<file path="src/rtl/turtle_cpu_pkg.sv">
// Shared constants and types for the Turtle CPU program loader.
package turtle_cpu_pkg;

  localparam logic [7:0]  LOADER_SYNC_BYTE      = 8'hA5;
  localparam int unsigned LOADER_BYTES_PER_WORD = 2;

  typedef enum logic [3:0] {
    StIdle,
    StLenHi,
    StLenLo,
    StDataHi,
    StDataLo,
    StWrite,
    StCheck,
    StDone,
    StError
  } loader_state_t;

endpackage

</file>
<file path="src/rtl/turtle_loader_timeout.sv">
// Clearable, enabled, saturating idle counter; expired_o is high once the
// count reaches TIMEOUT_CYCLES.
module turtle_loader_timeout #(
  parameter int unsigned TIMEOUT_CYCLES = 1000000
) (
  input  logic clk_i,
  input  logic rst_ni,
  input  logic clear_i,
  input  logic en_i,
  output logic expired_o
);

  localparam int unsigned CntW = (TIMEOUT_CYCLES < 1) ? 1 : $clog2(TIMEOUT_CYCLES + 1);
  localparam logic [CntW-1:0] Limit = CntW'(TIMEOUT_CYCLES);

  logic [CntW-1:0] cnt_q, cnt_d;

  assign expired_o = (cnt_q == Limit);

  always_comb begin
    cnt_d = cnt_q;
    if (clear_i) begin
      cnt_d = '0;
    end else if (en_i && !expired_o) begin
      cnt_d = cnt_q + CntW'(1);
    end
  end

  always_ff @(posedge clk_i or negedge rst_ni) begin
    if (!rst_ni) begin
      cnt_q <= '0;
    end else begin
      cnt_q <= cnt_d;
    end
  end

endmodule

</file>
<file path="src/rtl/turtle_program_loader.sv">
// Receives framed bytes from the UART, writes 16-bit words into instruction
// memory and holds the CPU in reset until a frame with a good checksum lands.
module turtle_program_loader
  import turtle_cpu_pkg::*;
#(
  parameter int unsigned IMEM_ADDR_WIDTH = 10,
  parameter int unsigned INSTR_WIDTH     = 16,
  parameter int unsigned TIMEOUT_CYCLES  = 1000000
) (
  input  logic                       clk,
  input  logic                       reset_n,
  input  logic [7:0]                 rx_data,
  input  logic                       rx_valid,
  output logic                       rx_ready,
  output logic                       imem_we,
  output logic [IMEM_ADDR_WIDTH-1:0] imem_addr,
  output logic [INSTR_WIDTH-1:0]     imem_wdata,
  output logic                       cpu_hold,
  output logic                       load_done,
  output logic                       load_error
);

  // One extra index bit so a frame may fill the whole memory.
  localparam int unsigned IdxW  = IMEM_ADDR_WIDTH + 1;
  localparam int unsigned Depth = 1 << IMEM_ADDR_WIDTH;

  loader_state_t state_q, state_d;
  logic [7:0]    len_hi_q, len_hi_d;
  logic [7:0]    hi_q, hi_d;
  logic [7:0]    chk_q, chk_d;
  logic [IdxW-1:0] n_q, n_d;
  logic [IdxW-1:0] idx_q, idx_d;

  logic                       rx_ready_q, rx_ready_d;
  logic                       imem_we_q, imem_we_d;
  logic [IMEM_ADDR_WIDTH-1:0] imem_addr_q, imem_addr_d;
  logic [INSTR_WIDTH-1:0]     imem_wdata_q, imem_wdata_d;
  logic                       cpu_hold_q, cpu_hold_d;
  logic                       load_done_q, load_done_d;
  logic                       load_error_q, load_error_d;

  logic        accept;
  logic [15:0] len_w;
  logic        tmo_en, tmo_expired, tmo_fire;

  assign accept = rx_valid && rx_ready_q;
  assign len_w  = {len_hi_q, rx_data};
  assign tmo_en = state_q inside {StLenHi, StLenLo, StDataHi, StDataLo, StWrite, StCheck};
  // The counter may still read expired for one cycle after leaving the frame.
  assign tmo_fire = tmo_en && tmo_expired;

  turtle_loader_timeout #(
    .TIMEOUT_CYCLES(TIMEOUT_CYCLES)
  ) u_timeout (
    .clk_i    (clk),
    .rst_ni   (reset_n),
    .clear_i  (accept || !tmo_en),
    .en_i     (tmo_en),
    .expired_o(tmo_expired)
  );

  always_comb begin
    state_d      = state_q;
    len_hi_d     = len_hi_q;
    hi_d         = hi_q;
    chk_d        = chk_q;
    n_d          = n_q;
    idx_d        = idx_q;
    imem_we_d    = 1'b0;
    imem_addr_d  = imem_addr_q;
    imem_wdata_d = imem_wdata_q;
    cpu_hold_d   = cpu_hold_q;
    load_done_d  = load_done_q;
    load_error_d = load_error_q;

    unique case (state_q)
      StIdle, StDone, StError: begin
        if (accept && rx_data == LOADER_SYNC_BYTE) begin
          state_d      = StLenHi;
          cpu_hold_d   = 1'b1;
          load_done_d  = 1'b0;
          load_error_d = 1'b0;
          chk_d        = '0;
          idx_d        = '0;
        end
      end
      StLenHi: begin
        if (accept) begin
          len_hi_d = rx_data;
          chk_d    = chk_q ^ rx_data;
          state_d  = StLenLo;
        end
      end
      StLenLo: begin
        if (accept) begin
          chk_d = chk_q ^ rx_data;
          n_d   = IdxW'(len_w);
          if (len_w == 16'd0) begin
            state_d = StCheck;
          end else if ({16'd0, len_w} > Depth) begin
            state_d      = StError;
            load_error_d = 1'b1;
          end else begin
            state_d = StDataHi;
          end
        end
      end
      StDataHi: begin
        if (accept) begin
          hi_d    = rx_data;
          chk_d   = chk_q ^ rx_data;
          state_d = StDataLo;
        end
      end
      StDataLo: begin
        if (accept) begin
          chk_d        = chk_q ^ rx_data;
          imem_we_d    = 1'b1;
          imem_addr_d  = idx_q[IMEM_ADDR_WIDTH-1:0];
          imem_wdata_d = {hi_q, rx_data};
          state_d      = StWrite;
        end
      end
      StWrite: begin
        idx_d   = idx_q + IdxW'(1);
        state_d = (idx_d == n_q) ? StCheck : StDataHi;
      end
      StCheck: begin
        if (accept) begin
          if (rx_data == chk_q) begin
            state_d     = StDone;
            load_done_d = 1'b1;
            cpu_hold_d  = 1'b0;
          end else begin
            state_d      = StError;
            load_error_d = 1'b1;
          end
        end
      end
      default: state_d = StIdle;
    endcase

    if (tmo_fire) begin
      state_d      = StError;
      load_error_d = 1'b1;
      imem_we_d    = 1'b0;
    end

    rx_ready_d = (state_d != StWrite);
  end

  always_ff @(posedge clk or negedge reset_n) begin
    if (!reset_n) begin
      state_q      <= StIdle;
      len_hi_q     <= '0;
      hi_q         <= '0;
      chk_q        <= '0;
      n_q          <= '0;
      idx_q        <= '0;
      rx_ready_q   <= 1'b1;
      imem_we_q    <= 1'b0;
      imem_addr_q  <= '0;
      imem_wdata_q <= '0;
      cpu_hold_q   <= 1'b1;
      load_done_q  <= 1'b0;
      load_error_q <= 1'b0;
    end else begin
      state_q      <= state_d;
      len_hi_q     <= len_hi_d;
      hi_q         <= hi_d;
      chk_q        <= chk_d;
      n_q          <= n_d;
      idx_q        <= idx_d;
      rx_ready_q   <= rx_ready_d;
      imem_we_q    <= imem_we_d;
      imem_addr_q  <= imem_addr_d;
      imem_wdata_q <= imem_wdata_d;
      cpu_hold_q   <= cpu_hold_d;
      load_done_q  <= load_done_d;
      load_error_q <= load_error_d;
    end
  end

  assign rx_ready   = rx_ready_q;
  assign imem_we    = imem_we_q;
  assign imem_addr  = imem_addr_q;
  assign imem_wdata = imem_wdata_q;
  assign cpu_hold   = cpu_hold_q;
  assign load_done  = load_done_q;
  assign load_error = load_error_q;

endmodule

</file>
<file path="config.mk">
export PLATFORM = sky130hd
export DESIGN_NAME = turtle_program_loader
export DESIGN_NICKNAME = d
export VERILOG_FILES = /design/src/rtl/turtle_cpu_pkg.sv /design/src/rtl/turtle_loader_timeout.sv /design/src/rtl/turtle_program_loader.sv
export SDC_FILE = /design/constraint.sdc
export NUM_CORES = 1
export LEC_CHECK = 0
export CAP_MARGIN = 5
export CORE_ASPECT_RATIO = 1.5
export CORE_UTILIZATION = 40
export DETAILED_ROUTE_END_ITERATION = 10
export GPL_ROUTABILITY_DRIVEN = 0
export PLACE_DENSITY = 0.66
export SYNTH_ARGS = -nofsm -noshare
export SYNTH_HDL_FRONTEND = slang
export SYNTH_SLANG_ARGS = --single-unit
</file>
<file path="constraint.sdc">
create_clock -name clk -period 2.02 [get_ports clk]
set_input_delay 0.303 -clock clk [delete_from_list [all_inputs] [get_ports clk]]
set_output_delay 0.303 -clock clk [all_outputs]
set_load 0.02 [all_outputs]
</file>
After elaboration in Yosys (flattened, before gate mapping)
Cells that the tools add are included.
{ "op_classes": {"n_bitwise": 1, "magnitude_cmp": 1, "addsub": 2, "mux": 37, "n_eq_ne": 23, "reduce_logical": 25} }
{ "ops": {"columns": ["operator", "n"], "rows": [
  ["$mux W20", 2],
  ["$mux W4", 10],
  ["$pmux W4 S7", 1],
  ["$pmux W11 S2", 1],
  ["$add A20 B1 Y20 const B", 1],
  ["$eq A20 B20 Y1 const B", 1],
  ["$eq A4 B3 Y1 const B", 4],
  ["$gt A16 B11 Y1 const B", 1],
  ["$logic_not A16 Y1", 1],
  ["$mux W8", 2],
  ["$pmux W8 S2", 1],
  ["$mux W1", 15],
  ["$ne A3 B3 Y1 const B", 5],
  ["$add A11 B1 Y11 const B", 1],
  ["$eq A11 B11 Y1", 1],
  ["$mux W11", 1],
  ["$reduce_and A2 Y1", 5],
  ["$eq A4 B2 Y1 const B", 2],
  ["$eq A8 B8 Y1", 1],
  ["$eq A8 B8 Y1 const B", 1],
  ["$reduce_bool A2 Y1", 4],
  ["$xor A8 B8 Y8", 1],
  ["$reduce_and A7 Y1", 1],
  ["$reduce_bool A6 Y1", 1],
  ["other kinds (18)", 25]
]} }
{ "word_totals": {"ff_bits": 101, "out_inout_bits": 31, "word_cells": 103, "in_bits": 11} }

Longest topological paths before layout
Gate-level depths: netlist (run 1).
{ "depth": {"word_depth": 7, "depth_mapped": 8, "mapped_depth_nobuf": 7} }

Modules after synthesis
Synthesis (run 1) repeated with hierarchy kept, for this count alone.
{ "unflattened": {"hier_cells": 508, "area_unflattened_um2": 5231.3} }
{ "modules_own_cells": {"columns": ["mod", "seq_area_each_um2", "area_per_inst_um2", "cells_each", "n_inst"], "rows": [
  ["turtle_program_loader", 2029.4, 4037.6, 382, 1],
  ["turtle_loader_timeout", 500.5, 1193.6, 126, 1]
]} }

Worst setup path after synthesis (run 1)
OpenSTA, ideal clock, no wires.
{ "synth_path": {"kind": "flip-flop to flip-flop", "from": "register rx_ready_q, in the netlist rx_ready", "to": "register imem_addr_q[0], in the netlist imem_addr[0]", "period_less_slack_ns": 1.965, "required_time_ns": 1.895, "n_path_buf": 3, "stages_incl_launch_ff": 7, "setup_time_ns": 0.125, "t_arrival_ns": 1.840, "slack_ns": 0.055, "cell_sequence": "dfstp_2 and2_1 clkbuf_1 and3_1 buf_2 buf_2 mux2_2"} }
{ "synth_via": {"elab_chain_len": 2} }
{ "synth_lines": {"columns": ["element", "line", "source"], "rows": [
  ["start, declared", "turtle_program_loader.sv:34", "logic rx_ready_q, rx_ready_d;"],
  ["start signal, assigned", "turtle_program_loader.sv:174", "rx_ready_q <= rx_ready_d;"],
  ["$logic_and A1 B1 Y1", "turtle_program_loader.sv:46", "assign accept = rx_valid && rx_ready_q;"],
  ["$reduce_and A2 Y1 (no source line)", null, null],
  ["end signal, assigned", "turtle_program_loader.sv:176", "imem_addr_q <= imem_addr_d;"],
  ["end, declared", "turtle_program_loader.sv:36", "logic [IMEM_ADDR_WIDTH-1:0] imem_addr_q, imem_addr_d;"]
]} }
No other way between the ends.
A chain may end at the register's enable or synchronous reset.

==> results of run 1 <==
[power breakdown]
| group | internal [W] | total [W] | switching (W) |
|---|---|---|---|
| logic | 0.000680 | 0.00130 | 0.000616 |
| registers | 0.00233 | 0.00257 | 0.000238 |
| clock network | 0.000878 | 0.00163 | 0.000757 |
[routing by layer]
metal	vias to the layer above	part of all wire, %	GRT usage (%)
met1	1932	41	22.7
met3	22	2.4	2.55
met2	66	54	32.5
met5	-	0	0
li1	1862	-	-
met4	0	2.5	7.77
[worst max-delay path, stage by stage]
cell	delay [ps]
clkdlybuf4s50_1	570
buf_4	160
xnor2_1	110
nand4_1	160
nor3_2	230
o21ai_0	170
a221oi_2	330
and3b_1	190
[worst max-delay path by stage]
stage | startpoint | to | slack, ps
finish | rx_data[2] | imem_we | 80
CTS | rx_data[4] | imem_we | 10
detailed placement | rx_data[4] | imem_we | -330
floorplan | rx_ready | imem_addr[0] | 60
global route | rx_data[2] | imem_we | -20
global placement | rx_data[6] | imem_we | -290
[logic make-up after synthesis]
kind of cell | after synthesis
and+or+nand+nor | 164
DFF | 101
AOI/OAI and AO/OA | 86
muxes | 54
buffers and inverters | 38
xor gates and xnor gates | 37
adders and majority gates | 4
[cells in the final DEF (no fill, tap or decap), types with 5 or more instances in the layout]
cell	count
clkdlybuf4s50_1	37
nand2_1	27
nand4_1	10
nor3_1	6
mux2_2	53
and2_1	8
dfrtp_1	98
clkbuf_16	9
o21ai_0	44
nor2_1	44
buf_4	51
nand2b_1	9
o31ai_1	5
xor2_1	14
a21oi_1	11
nand3_1	20
xnor2_1	22
and3_1	6
inv_1	6
and4_1	5
[flip-flops by register name, summed over array words and instances, names as in the netlist, 4 cells and up]
| name | count |
|---|---|
| idx_q | 11 |
| u_timeout.cnt_q | 20 |
| len_hi_q | 8 |
| chk_q | 8 |
| hi_q | 8 |
| imem_wdata | 16 |
| state_q | 4 |
| imem_addr | 10 |
| n_q | 11 |
[area by class of cell]
class,count,area [µm²]
clock inverters,5,41.3
flip-flops and latches,101,2530
multi-input cells,345,2430
inverters,6,22.5
well taps,156,195
clock buffers,10,239
fillers,1113,6110
repair buffers,96,881
[stage by stage]
stage	power, W	std cells
floorplan	0.00336	484
global route	0.00581	719
global placement	0.00385	703
detailed placement	0.00390	703
finish	0.00550	719
CTS	0.00555	719
[timing repair]
item | CTS | global route
hold buffers | 1 | 0
endpoints found under the hold margin | 34 | 0
gates resized for setup | 0 | 15
endpoints found under the setup margin | 0 | 25
==> run_results.csv, run 1 <==
group,metric,value,unit
sta,skew,10.9,ps
sta,fin_crit_sh,95.8,%
route,vias,3882,
floorplanning,die_width,94.1,µm
synthesis,synthFlopType,"dfrtp_1",
cells_and_area,fin_nets,573,
route,drt.antenna.violating_nets,0,
synthesis,synth.cell_area,5090,µm²
global_routing,grt_max_degree,47,
route,first_pass_iters,4,
synthesis,netlist_instances,484,
clock_network,numCtsBuffers,9,
clock_network,cts_max_level,3,
synthesis,yosysMostFrequentCell,"dfrtp_1",
worst_setup_path,cp-start-kind,"primary input",
floorplanning,die_h,140,µm
sta,fin_tns_setup,0,ps
min_path,hp-class,"primary input to flop",
global_routing,grt_pass1_vias,4022,
cells_and_area,fin_util,50.9,%
power_and_ir_drop,p_per_area,868,nW/µm²
clock_network,clock_sinks,101,
route,routed_wl,11300,µm
synthesis,synth_top_area_share,48.6,%
sta,min_period,1940,ps
status,outcome,"complete, no violations",
synthesis,avgSynthCellArea,10.5,µm²
min_path,min_to,"hi_q[6]",
clock_network,cts_setup_buffers,0,
min_path,hp-start,"rx_data[6]",
worst_setup_path,cp_max_fo,4,
sta,setup_viol,0,
synthesis,yosys_warnings,0,
synthesis,syn-num-nets,498,
global_routing,grt_pass1_wl,19300,µm
global_routing,antenna_found_initial,0,
clock_network,clk_pin_slew,70,ps
sta,hold_ws,381,ps
sta,setup_slack,84.6,ps
floorplanning,core-area,12400,µm²
place,place_area,6000,µm²
synthesis,synthAdderAreaFrac,0.934,%
sta,drv_slew,0,
cells_and_area,diodes,0,
clock_network,cts_tree,"built",
route,wl_per_cell,15.7,µm
worst_setup_path,crit_type,"primary input to flop",
synthesis,ys_top_cells_by_count,"99 x dfrtp_1, 53 x mux2_2, 44 x nor2_1, 44 x o21ai_0, 28 x nand2_1",
synthesis,synth-compound-area-share,10.4,%
worst_setup_path,reg2reg_slack,110,ps
cells_and_area,area_growth,24.5,%
place,io_buffers,41,
run,drv_cap,0,
worst_setup_path,r2r-end,"state_q[0]",
floorplanning,rows,50,
power_and_ir_drop,power_leakage,2.77,nW
route,avgViaCountPerCell,5.40,
synthesis,synth-simple-area-share,17.2,%
synthesis,ys_seq_area_share,49.7,%
worst_setup_path,cp-end-kind,"flop",
clock_network,clock_latency,340,ps
floorplanning,die_area,13200,µm²
synthesis,synth_area_leaders,"dfrtp_1 49%, mux2_2 12%, o21ai_0 4.3%",
synthesis,synth_edf_count,0,
synthesis,synth.distinct_cells,59,
synthesis,synth_top_family_by_area,"simple AND/OR/NAND/NOR gates",
cells_and_area,layout-drive-gt1-share,25.8,%
route,detail_route.iter0.violations,145,
floorplanning,initial_core_util,40.9,%
sta,worstMarginPinSlew,482,ps
synthesis,synth_top_area_cell,"dfrtp_1",
place,dp_slack,-326,ps
sta,finalHoldViolCount,0,
clock_network,cts_root_buf,"clkbuf_16",
place,hpwlAfterDp,8300,µm
worst_setup_path,r2r_start,"idx_q[0]",
power_and_ir_drop,vdd_ir_drop_max,0.482,mV
synthesis,synth-xor-area-share,6.36,%
floorplanning,pin_count,42,
global_routing,overflow,0,
cells_and_area,stdcell_area,6340,µm²
worst_setup_path,cp.arrival,2210,ps
synthesis,async_flop_share,100,%
synthesis,ys_ff_latch,101,
sta,fmax,517,MHz
synthesis,synthMuxAreaShare,11.9,%
worst_setup_path,crit_required,2300,ps
clock_network,clk_path_buf_depth,2,
global_routing,grtUsageTotal,18.6,%
worst_setup_path,r2r_cells,9,
min_path,holdPathStages,2,
route,drc_errors,0,
sta,max_slew_margin,67.9,%
(Power assumes the default switching activity.)
==> run 2: changes to the inputs <==
Settings changed: PLACE_DENSITY 0.66 to 0.65, SYNTH_HIERARCHICAL set to 1, TNS_END_PERCENT set to 20.
==> run 2 against run 1 <==
The flow now finishes with violations (setup timing); worst hold slack gained 59 ps; fmax down 6.7%; via count grew 11%; synthesized cell count is 5.0% higher; sequential power is 28% higher; utilization is 2.8 points higher; clock power grew 9%; critical endpoint is now state_q[0].
==> run_results.csv, run 2 <==
group,metric,value,unit
cells_and_area,diodes,0,
worst_setup_path,cp_slowest_cell,"dfrtp_2",
floorplanning,die_area,13500,µm²
clock_network,clock_sinks,101,
route,avgViaCountPerCell,5.56,
synthesis,synth_edf_count,0,
route,drc_errors,0,
clock_network,cts_max_level,3,
synthesis,netlist_instances,508,
synthesis,synth_area_leaders,"dfrtp_1 47%, mux2_2 11%, o21ai_0 3.9%",
clock_network,numCtsBuffers,9,
cells_and_area,final_cell_mix,"95 x dfrtp_1, 79 x buf_4, 53 x mux2_2",
synthesis,synth.cell_area,5230,µm²
sta,fin_tns_setup,-71.4,ps
route,routed_wl,12700,µm
floorplanning,core-area,12600,µm²
cells_and_area,mostFrequentLayoutCell,"dfrtp_1",
power_and_ir_drop,power_leakage,2.98,nW
route,drt.antenna.violating_nets,0,
cells_and_area,stdcell_area,6790,µm²
global_routing,grt_max_degree,40,
sta,fin_crit_sh,103,%
status,outcome,"complete, but fails checks",
worst_setup_path,cp_max_fo,5,
worst_setup_path,path_depth,7,
floorplanning,die_width,95.4,µm
sta,min_period,2070,ps
worst_setup_path,cp-end-kind,"flop",
place,io_buffers,41,
worst_setup_path,cp.arrival,2320,ps
global_routing,antenna_found_initial,0,
synthesis,ys_ff_latch,101,
clock_network,cts_tree,"built",
synthesis,synth_top_area_share,47.4,%
clock_network,clk_path_buf_depth,2,
worst_setup_path,r2r_cells,7,
synthesis,syn-num-nets,522,
status,violations,"setup timing",
route,detail_route.iter0.violations,184,
route,wl_per_cell,16.5,µm
worst_setup_path,crit_required,2260,ps
cells_and_area,regMostFlops,"u_timeout/cnt_q",
clock_network,clk_pin_slew,80,ps
synthesis,synthFlopType,"dfrtp_1",
sta,drv_slew,0,
cells_and_area,area_growth,29.8,%
global_routing,overflow,0,
sta,max_slew_margin,70.7,%
synthesis,synth.distinct_cells,69,
worst_setup_path,crit_type,"flop to flop",
cells_and_area,fin_util,53.7,%
route,first_pass_iters,4,
synthesis,avgSynthCellArea,10.3,µm²
worst_setup_path,cp_cell_sequence,"ha_4 -> nand3_4 -> or3_1 -> a21oi_1 -> nor3_2 -> or4_4 -> a21o_1",
synthesis,ys_top_cells_by_count,"99 x dfrtp_1, 53 x mux2_2, 45 x nor2_1",
worst_setup_path,crit_start,"idx_q[0]",
route,vias,4297,
floorplanning,die_h,142,µm
synthesis,async_flop_share,100,%
sta,fmax,482,MHz
place,dp_slack,-378,ps
worst_setup_path,r2r_start,"idx_q[0]",
clock_network,cts_root_buf,"clkbuf_16",
clock_network,clock_latency,360,ps
sta,finalHoldViolCount,0,
run,drv_cap,0,
sta,grt_setup_unrepaired,"yes",
floorplanning,rows,50,
cells_and_area,largest_reg_flops,20,
synthesis,synth_top_area_cell,"dfrtp_1",
sta,setup_viol,2,
place,hpwlAfterDp,9640,µm
sta,setup_slack,-54.3,ps
cells_and_area,fin_nets,626,
global_routing,grtUsageTotal,20.3,%
min_path,hp-class,"primary input to asynchronous set/reset pin",
power_and_ir_drop,vdd_ir_drop_max,0.760,mV
cells_and_area,instances_no_fill,773,
sta,skew,7.92,ps
floorplanning,initial_core_util,41.4,%
synthesis,yosys_warnings,6,
synthesis,yosysMostFrequentCell,"dfrtp_1",
floorplanning,pin_count,42,
global_routing,grt_pass1_wl,21300,µm
synthesis,ys_seq_area_share,48.4,%
cells_and_area,layout-drive-gt1-share,31.3,%
sta,worstMarginPinSlew,439,ps
worst_setup_path,cp_num_buf_inv,0,
global_routing,grt_pass1_vias,4457,
place,dp_cells,754,
worst_setup_path,cp-start-kind,"flop",
place,place_area,6330,µm²
power_and_ir_drop,p_per_area,1290,nW/µm²
worst_setup_path,cpLargestDelayFamily,"simple AND/OR/NAND/NOR gates",
worst_setup_path,cp_slowest_stage_delay,440,ps
## run 2: changes by cell type in the layout (fill, tap and decap cells not counted), moves of 5 or more
cell	previous run	this run
buf_4	51	79
nand2_1	27	43
xnor2_1	22	6
nand3_1	20	12
a21oi_1	11	18
or4_1	0	6
and2_1	8	3
o21ai_0	44	39
## run 2: per-stage QoR
| step | total power [W] | hold WS (ps) |
|---|---|---|
| 3_5_place_dp | 0.00678 | 278 |
| 4_1_cts | 0.00867 | 449 |
| 6_report | 0.00875 | 440 |
| 2_1_floorplan | 0.00532 | 7.41 |
| 3_3_place_gp | 0.00666 | 273 |
| 5_1_grt | 0.00931 | 472 |
## run 2: report_power, final
group | internal [W] | leakage, nW | total [W] | switching [W]
logic | 0.00190 | 1.54 | 0.00370 | 0.00179
registers | 0.00271 | 1.29 | 0.00328 | 0.000577
clock network | 0.000892 | 0.152 | 0.00177 | 0.000878
total | 0.00550 | 2.98 | 0.00875 | 0.00325
## run 2: per-layer routing
layer / global-route usage [%] / part of all wire (%) / up-vias
met4: 10.1 / 3.8 / 0
met2: 36.9 / 54 / 96
met1: 22.2 / 39 / 2119
li1: - / - / 2043
met5: 0 / 0 / -
met3: 3.69 / 3.0 / 39
## run 2: logic make-up (layout without fill, tap and decap cells)
group,count (synthesis),after routing,share of synthesized area [%]
buffers and inverters,37,146,3.09
and+or+nand+nor,182,182,19.1
muxes,58,58,12.5
xor gates and xnor gates,25,25,4.19
DFF,101,101,48.4
adders and majority gates,3,3,0.718
AOI/OAI and AO/OA,102,102,12.1
## run 2: worst paths after layout
path / end / slack, ps
max: state_q[0] / -50
min in group clk: imem_addr[5] / 490
max in group asynchronous: chk_q[7] / 950
max reg2reg: state_q[0] / -50
min: imem_addr[4] / 440
min reg2reg: imem_addr[5] / 490
## run 2: what timing repair did
action	in CTS	in global routing
endpoints found under the hold margin	29	0
setup buffers	1	1
resized for setup	11	18
gates cloned	0	0
hold buffers	1	0
endpoints found under the setup margin	10	15
pin swaps	3	3
## run 2: cell type report
type / instances / area (µm²)
Fill cell: 1094 / 5850
Timing Repair Buffer: 123 / 1050
Multi-Input combinational cell: 370 / 2670
Clock inverter: 7 / 88.8
Inverter: 7 / 26.3
Tap cell: 156 / 195
Clock buffer: 9 / 225
Sequential cell: 101 / 2530
==> run 3: changes to the inputs <==
Settings changed: SETUP_SLACK_MARGIN set to 0.3.
==> run 3 against run 2 <==
The run ends with hold timing, setup timing left; routed wire length up 3.0%; register-to-register slack better by 20 ps; fmax up 1.1%; flip-flop and latch count unchanged; non-clock buffer count down 1; clock power up 3%; first-iteration DRC count up 15%.
==> run_results.csv, run 3 (synthesis gave the netlist of run 2 again) <==
group,metric,value,unit
worst_setup_path,crit_type,"flop to flop",
place,hpwlAfterDp,9340,µm
floorplanning,die_width,95.4,µm
route,detail_route.iter0.violations,212,
power_and_ir_drop,power_leakage,3.04,nW
place,io_buffers,41,
global_routing,overflow,0,
route,first_pass_iters,4,
clock_network,clk_path_buf_depth,2,
floorplanning,pin_count,42,
clock_network,numCtsBuffers,9,
route,avgViaCountPerCell,5.61,
global_routing,grt_max_degree,102,
sta,grt_setup_unrepaired,"yes",
sta,setup_viol,1,
route,drc_errors,0,
global_routing,grt_pass1_wl,21500,µm
cells_and_area,instances_no_fill,772,
cells_and_area,largest_reg_flops,20,
sta,setup_slack,-31.1,ps
floorplanning,initial_core_util,41.4,%
clock_network,clock_sinks,101,
worst_setup_path,cp_max_fo,7,
clock_network,cts_tree,"built",
power_and_ir_drop,swShare,37.4,%
sta,fin_crit_sh,102,%
cells_and_area,final_cell_mix,"94 x dfrtp_1, 76 x buf_4, 45 x mux2_2",
sta,fin_tns_setup,-31.1,ps
worst_setup_path,crit_required,2260,ps
place,dp_cells,750,
cells_and_area,nFillCells,1069,
status,outcome,"complete, but fails checks",
global_routing,grt_pass1_vias,4431,
clock_network,cts_max_level,3,
floorplanning,die_h,142,µm
sta,fmax,488,MHz
floorplanning,core-area,12600,µm²
worst_setup_path,cp-end-kind,"flop",
global_routing,grtUsageTotal,20.7,%
route,vias,4330,
cells_and_area,fin_nets,625,
clock_network,clock_latency,360,ps
power_and_ir_drop,vdd_ir_drop_max,0.753,mV
floorplanning,rows,50,
route,routed_wl,13100,µm
worst_setup_path,cp-start-kind,"flop",
sta,finalHoldViolCount,9,
cells_and_area,regMostFlops,"u_timeout/cnt_q",
clock_network,clk_pin_slew,80,ps
sta,skew,13.3,ps
sta,min_period,2050,ps
sta,drv_slew,0,
floorplanning,die_area,13500,µm²
power_and_ir_drop,pwr-share-clk,20.2,%
cells_and_area,layout-drive-gt1-share,33.1,%
worst_setup_path,cp.arrival,2290,ps
power_and_ir_drop,power,0.00900,W
cells_and_area,diodes,0,
cells_and_area,mostFrequentLayoutCell,"dfrtp_1",
sta,max_slew_margin,62.8,%
sta,worstMarginPinSlew,557,ps
power_and_ir_drop,p_per_area,1300,nW/µm²
global_routing,antenna_found_initial,0,
power_and_ir_drop,p_int,0.00563,W
route,drt.antenna.violating_nets,0,
min_path,hp-class,"primary input to asynchronous set/reset pin",
run,drv_cap,0,
status,violations,"hold timing, setup timing",
power_and_ir_drop,p_sw,0.00337,W
power_and_ir_drop,comb_power_share,43.1,%
power_and_ir_drop,pwr-share-seq,36.7,%
route,wl_per_cell,17.0,µm
cells_and_area,area_growth,32.0,%
sta,hold_ws,-26.7,ps
clock_network,cts_root_buf,"clkbuf_16",
[run 3: changes by cell type in the layout (fill, tap and decap cells not counted), moves of 3 or more]
cell / change
mux2_4: +8
buf_4: -3
clkdlybuf4s50_1: -10
dlygate4sd2_1: +10
mux2_2: -8
[run 3: power by group through the flow]
| stage | Sequential [W] | Combinational (W) | Clock [W] |
|---|---|---|---|
| 2_1_floorplan | 0.00339 | 0.00201 | 0 |
| 3_3_place_gp | 0.00329 | 0.00343 | 0 |
| 3_5_place_dp | 0.00333 | 0.00353 | 0 |
| 4_1_cts | 0.00330 | 0.00372 | 0.00187 |
| 5_1_grt | 0.00339 | 0.00419 | 0.00195 |
| 6_report | 0.00330 | 0.00388 | 0.00182 |
[run 3: path summary, 6_finish.rpt]
check                      slack (ps)          from  cells past startpoint            to
setup reg to reg                  -30      idx_q[0]                      7    state_q[0]
hold / removal                    -30       reset_n                      2  imem_addr[8]
setup / recovery                  -30      idx_q[0]                      7    state_q[0]
min in group clk                  500  imem_addr[2]                      2  imem_addr[2]
hold reg to reg                   500  imem_addr[2]                      2  imem_addr[2]
max in group asynchronous        1580       reset_n                      2    state_q[3]
[run 3: repair_timing]
item / CTS / global route
resized for setup: 38 / 23
hold buffers: 0 / 0
buffers inserted: 6 / 0
endpoints found under the setup margin: 96 / 85
pin swaps: 12 / 7
[run 3: final cells by class]
type                       instances  area, µm²  area share [%]
timing repair buffer             122       1050            15.2
inverter                           7       26.3           0.381
clock inverter                     7       96.3            1.40
clock buffer                       9        225            3.26
sequential                       101       2540            36.7
multi-input combinational        370       2770            40.1
tap                              156        195            2.83
[run 3: layer usage]
| metal | up-vias | part of all wire [%] | GRT usage, % |
|---|---|---|---|
| met5 | - | 0 | 0 |
| met4 | 0 | 3.1 | 8.96 |
| met3 | 34 | 3.0 | 3.63 |
| met2 | 94 | 54 | 37.4 |
| met1 | 2169 | 40 | 23.3 |
| li1 | 2033 | - | - |
[run 3: stage by stage]
step / setup slack (ps) / instance area [µm²] / util (%)
floorplan: 65.8 / 5310 / -
global placement: -302 / 6350 / 50.2
detailed placement: -327 / 6350 / 50.2
CTS: -31.3 / 6800 / 53.8
global route: -118 / 6900 / 54.6
finish: -31.1 / 6900 / 54.6
[run 3: critical path: stages, from the launching register on]
cell      delay (ps)
dfrtp_2          430
ha_4             180
nand3_4          120
or2_4            290
a211oi_2         180
nor2_1            70
or4_1            510
a21o_1           170
==> RTL edit 1: new RTL, settings of run 2 <==
`hi_q`, `n_q`, `imem_addr_q` and `imem_wdata_q` no longer have a reset.
--- a/src/rtl/turtle_program_loader.sv
+++ b/src/rtl/turtle_program_loader.sv
@@ -153,32 +153,31 @@
     if (!reset_n) begin
       state_q      <= StIdle;
       len_hi_q     <= '0;
-      hi_q         <= '0;
       chk_q        <= '0;
-      n_q          <= '0;
       idx_q        <= '0;
       rx_ready_q   <= 1'b1;
       imem_we_q    <= 1'b0;
-      imem_addr_q  <= '0;
-      imem_wdata_q <= '0;
       cpu_hold_q   <= 1'b1;
       load_done_q  <= 1'b0;
       load_error_q <= 1'b0;
     end else begin
       state_q      <= state_d;
       len_hi_q     <= len_hi_d;
-      hi_q         <= hi_d;
       chk_q        <= chk_d;
-      n_q          <= n_d;
       idx_q        <= idx_d;
       rx_ready_q   <= rx_ready_d;
       imem_we_q    <= imem_we_d;
-      imem_addr_q  <= imem_addr_d;
-      imem_wdata_q <= imem_wdata_d;
       cpu_hold_q   <= cpu_hold_d;
       load_done_q  <= load_done_d;
       load_error_q <= load_error_d;
     end
+  end
+
+  always_ff @(posedge clk) begin
+    hi_q         <= hi_d;
+    n_q          <= n_d;
+    imem_addr_q  <= imem_addr_d;
+    imem_wdata_q <= imem_wdata_d;
   end
 
   assign rx_ready   = rx_ready_q;
Function: differs if reset_n is asserted again (counterexample within 10 cycles, from zero or initial values and one cycle with reset_n low); with reset_n held inactive, the same outputs for 10 cycles.
==> RTL edit 1 against run 2 <==
  * Hold slack got worse by 18 ps
  * Sequential cell count is the same
  * First-iteration DRC count is 24% higher
  * Routed wire length is 2.7% lower
  * Synthesized cell count decreased by 12%
  * Setup slack worse by 230 ps
  * Largest power group is now registers
  * Power is 28% lower
  * Area after synthesis is 5.9% lower
  * Critical path depth did not move
  * Global-route usage grew 0.36 points
  * Design area shrank 0.61%
  * Non-clock buffer count up 32
  * The run still ends with negative setup slack left
==> RTL edit 1: results <==
[run_status]
run_status = complete, but fails checks
violations = negative setup slack

[detailed_routing]
drt-met1-wl_um = 4840
via_per_inst = 5.40
initialDrtViolationCount = 229
wl_met3_um = 303
avgRoutedWirePerCell_um = 16.5

[synthesis]
synthArstFlopShare_pct = 55.4
synth.distinct_cells = 65
synth_commonest_cells = dfrtp_1, edfxtp_1, o21ai_0
synth_nets = 461
seq_area_frac_synth_pct = 55.9
syn_inst = 447
synth_area_leaders = dfrtp_1, edfxtp_1, o21ai_0

[place]
post_dp_cell_area_sq_mm = 0.00632
dp.cells = 732
hpwl_um = 9040

[timing]
layout_setup_ws_ps = -283
slew_headroom_pct = 66.8
finClkSkew_ps = 10.9
setup_viol = 2

[global_routing]
grt_pass1_wl_um = 20300
grt_pass1_vias = 4147
grt_usage_pct = 20.7

[pwr]
vdd_drop_max_mv = 0.461
p_leak_nw = 2.72

[finish]
nNetsFinal = 606
drive_gt1_share_pct = 30.0
RTL edit 1: critical path, stage by stage, from the launching register on:
cell	delay, ps
dfrtp_1	430
buf_6	130
and3_4	190
a311oi_1	100
a2111oi_2	340
a31oi_1	110
or4_4	540
a2111o_1	390
RTL edit 1: repair_timing:
action | 4_1_cts | 5_1_grt
setup endpoints to repair | 8 | 26
gates resized for setup | 9 | 22
hold buffers | 1 | 0
hold endpoints to repair | 54 | 0
pin swaps | 3 | 8
buffers inserted | 0 | 1
cloned | 0 | 0
RTL edit 1: power breakdown:
| part | leakage (nW) | switching (W) | total [W] | internal [W] |
|---|---|---|---|---|
| combinational | 1.44 | 0.000876 | 0.00185 | 0.000975 |
| sequential | 1.14 | 0.000261 | 0.00273 | 0.00247 |
| clock | 0.150 | 0.000851 | 0.00174 | 0.000891 |
| total | 2.72 | 0.00199 | 0.00632 | 0.00433 |
RTL edit 1: final timing paths:
check | from | end | slack (ps) | depth (start not counted)
min | hi_q[6]$_DFFE_PP_ | imem_wdata[14]$_DFFE_PP_ | 420 | 0
min in group asynchronous | reset_n | u_timeout/cnt_q[12]$_DFFE_PN0P_ | 500 | 3
max reg2reg | idx_q[0]$_DFFE_PN0P_ | rx_ready$_DFF_PN1_ | -280 | 7
max in group asynchronous | reset_n | rx_ready$_DFF_PN1_ | 1200 | 3
max | idx_q[0]$_DFFE_PN0P_ | rx_ready$_DFF_PN1_ | -280 | 7
min reg2reg | hi_q[6]$_DFFE_PP_ | imem_wdata[14]$_DFFE_PP_ | 420 | 0
RTL edit 1: cell type report:
class                   instances  area, sq um
flip-flops and latches        101         2760
fillers                      1046         5270
clock inverters                 7         81.3
well taps                     153          191
clock buffers                   9          225
inverters                       7         26.3
multi-input cells             318         2150
repair buffers                155         1320
RTL edit 1: logic make-up after synthesis:
family	Yosys count	share of synthesized area, %
compound gates	97	12.5
mux	14	3.23
simple gates	175	19.8
buf+inv	28	2.59
xor+xnor	29	5.16
flops	101	55.9
fa+ha+maj	3	0.762
RTL edit 1: stage by stage:
step	util [%]	worst slack (ps)	setup TNS, ps	hold WS (ps)
after floorplan	-	-319	-887	7.41
after global placement	52.6	-544	-7300	343
after detailed placement	52.6	-605	-9090	347
after CTS	55.4	-294	-677	424
after global routing	56.2	-381	-1380	429
final	56.2	-283	-443	421
RTL edit 1: layer usage:
metal | GRT usage (%) | vias to the layer above
met3 | 2.14 | 28
met1 | 22.5 | 1985
li1 | - | 1941
met4 | 11.0 | 0
met2 | 39.2 | 96
met5 | 0 | -
==> RTL edit 2: new RTL, config.mk and constraints of run 2 <==
Made on the original files. `TIMEOUT_CYCLES` is set to 1000000 in 2 places; all go to 500000.
--- a/src/rtl/turtle_loader_timeout.sv
+++ b/src/rtl/turtle_loader_timeout.sv
@@ -1,7 +1,7 @@
 // Clearable, enabled, saturating idle counter; expired_o is high once the
 // count reaches TIMEOUT_CYCLES.
 module turtle_loader_timeout #(
-  parameter int unsigned TIMEOUT_CYCLES = 1000000
+  parameter int unsigned TIMEOUT_CYCLES = 500000
 ) (
   input  logic clk_i,
   input  logic rst_ni,
--- a/src/rtl/turtle_program_loader.sv
+++ b/src/rtl/turtle_program_loader.sv
@@ -5,7 +5,7 @@
 #(
   parameter int unsigned IMEM_ADDR_WIDTH = 10,
   parameter int unsigned INSTR_WIDTH     = 16,
-  parameter int unsigned TIMEOUT_CYCLES  = 1000000
+  parameter int unsigned TIMEOUT_CYCLES  = 500000
 ) (
   input  logic                       clk,
   input  logic                       reset_n,
Check against the original RTL: no difference found for any inputs over 10 cycles, from zero or initial values and one cycle with reset_n low; that may be too few to reach the edited logic, so the function may still have changed.
==> RTL edit 2 against run 2 <==
  * The run still ends with negative setup slack left
  * Power is 2.1% lower
  * Area after synthesis is 3.3% lower
  * Design area fell by 2.9%
  * Critical path type unchanged
  * Core utilization shrank 0.50 points
  * Critical path depth did not move
  * First-iteration DRC count is 15% higher
  * Sequential cell count fell by 1
  * Combinational power is 2% lower
  * Via count down 3.9%
  * Routed wire length fell by 1.5%
  * Highest routed layer unchanged
  * Setup slack lost 25 ps
  * Sequential power down 2%
  * Global-route usage grew 0.35 points
==> RTL edit 2: results <==
[run_status]
run_status = complete, but fails checks
violations = negative setup slack

[synthesis]
synthArstFlopShare_pct = 100
ys.flop_type = dfrtp_1
synth_area_leaders = dfrtp_1, mux2_2, o21ai_0
synth_fa_ha_area_share_pct = 0.742
syn_inst = 488
synth_warnings = 6
muxShareOfSynthArea_pct = 12.5
synth.distinct_cells = 62
synth_commonest_cells = dfrtp_1, mux2_2, nor2_1
synth_enable_flop_cells = 0
synth_nets = 502
synth-compound-area-share_pct = 11.0
synthXorXnorAreaFrac_pct = 5.19
seq_area_frac_synth_pct = 49.5

[place]
io_buffers = 41
hpwl_um = 9320
dp.cells = 736
detailedPlace.worstSlack_ps = -337

[setup_path]
cp.arrival_ps = 2340
crit_path_end = state_q[0]$_DFF_PN0_
crit_start = idx_q[1]$_DFFE_PN0P_
cp_max_fo = 5

[timing]
layout_setup_ws_ps = -79.0
setup_viol = 1
worst_pin_slew_ps = 410
finClkSkew_ps = 7.71

[cts]
root_buffer = clkbuf_16
clk-insertion-delay-late_ps = 350
cts_buffers = 9
clkTransAtPathRegs_ps = 70
htreeDepth = 3

[global_routing]
grt_pass1_vias = 4345
grt_pass1_wl_um = 21000
grt_usage_pct = 20.7
grt_max_degree = 41

[finish]
largest_reg_flops = 19
largest-register = u_timeout/cnt_q
num_antenna_cells = 0
nNetsFinal = 611
fin_cells = 758
num-fill-cells = 1112
drive_gt1_share_pct = 30.6

[detailed_routing]
avgRoutedWirePerCell_um = 16.5
initialDrtViolationCount = 211
via_per_inst = 5.45
drtPass1Iterations = 4

[pwr]
p_sw_w = 0.00315
p_leak_nw = 2.91
vdd_drop_max_mv = 0.620
[RTL edit 2: cell count changes in the layout (fill, tap and decap cells not counted), sizes merged, moves of 3 or more]
cell    before  now
a21oi       18   12
buf         82   85
clkinv       4    1
or4          8    5
xor2        17   22
[RTL edit 2: cell type report]
class / count / area [sq um] / share of cell area (%)
well taps: 156 / 195 / 2.96
flip-flops and latches: 100 / 2510 / 38.1
clock inverters: 7 / 73.8 / 1.12
multi-input cells: 354 / 2490 / 37.8
inverters: 6 / 22.5 / 0.341
repair buffers: 126 / 1080 / 16.4
clock buffers: 9 / 225 / 3.41
[RTL edit 2: power by group through the flow]
| stage | clock network, W | logic (W) | registers [W] |
|---|---|---|---|
| after global routing | 0.00188 | 0.00396 | 0.00331 |
| final | 0.00173 | 0.00363 | 0.00321 |
| after CTS | 0.00179 | 0.00356 | 0.00319 |
| after detailed placement | 0 | 0.00350 | 0.00323 |
| after global placement | 0 | 0.00340 | 0.00321 |
| after floorplan | 0 | 0.00192 | 0.00336 |
[RTL edit 2: kinds of logic after synthesis]
logic type | Yosys count
and+or+nand+nor | 174
DFF | 100
AOI/OAI and AO/OA | 91
muxes | 56
buffers and inverters | 34
xor gates and xnor gates | 30
adders and majority gates | 3
[RTL edit 2: repair_timing]
action,CTS,global route
endpoints found under the setup margin,11,24
setup buffers,1,4
resized for setup,6,16
hold endpoints to repair,27,0
pin swaps,1,8
hold buffers,1,0
[RTL edit 2: layer usage]
layer,track usage [%],share of wire (%)
met1,23.4,40
met2,36.3,54
met3,3.44,3.2
met4,11.3,3.1
met5,0,0
[RTL edit 2: critical path: stages (launching register included)]
cell      delay (ps)
dfrtp_1          420
ha_4             180
nand3_4          100
or2_4            260
a211oi_2         270
nor2_1            70
or4_4            520
a21o_1           180
[RTL edit 2: how the worst min path moves through the flow]
stage          slack [ps]        from                         end
2_1_floorplan           7     reset_n        chk_q[0]$_DFFE_PN0P_
3_3_place_gp          260     reset_n        idx_q[5]$_DFFE_PN0P_
3_5_place_dp          270     reset_n    imem_addr[5]$_DFFE_PN0P_
4_1_cts               440     reset_n  imem_wdata[10]$_DFFE_PN0P_
5_1_grt               450  rx_data[2]     len_hi_q[2]$_DFFE_PN0P_
6_report              440     reset_n    imem_addr[6]$_DFFE_PN0P_
[RTL edit 2: through the flow]
stage	power (W)	instance area [sq um]	TNS (ps)
after CTS	0.00855	6520	-76.6
after floorplan	0.00527	5090	-5.75
final	0.00857	6600	-79.0
after detailed placement	0.00673	6180	-8870
after global placement	0.00660	6180	-7970
after global routing	0.00914	6600	-476
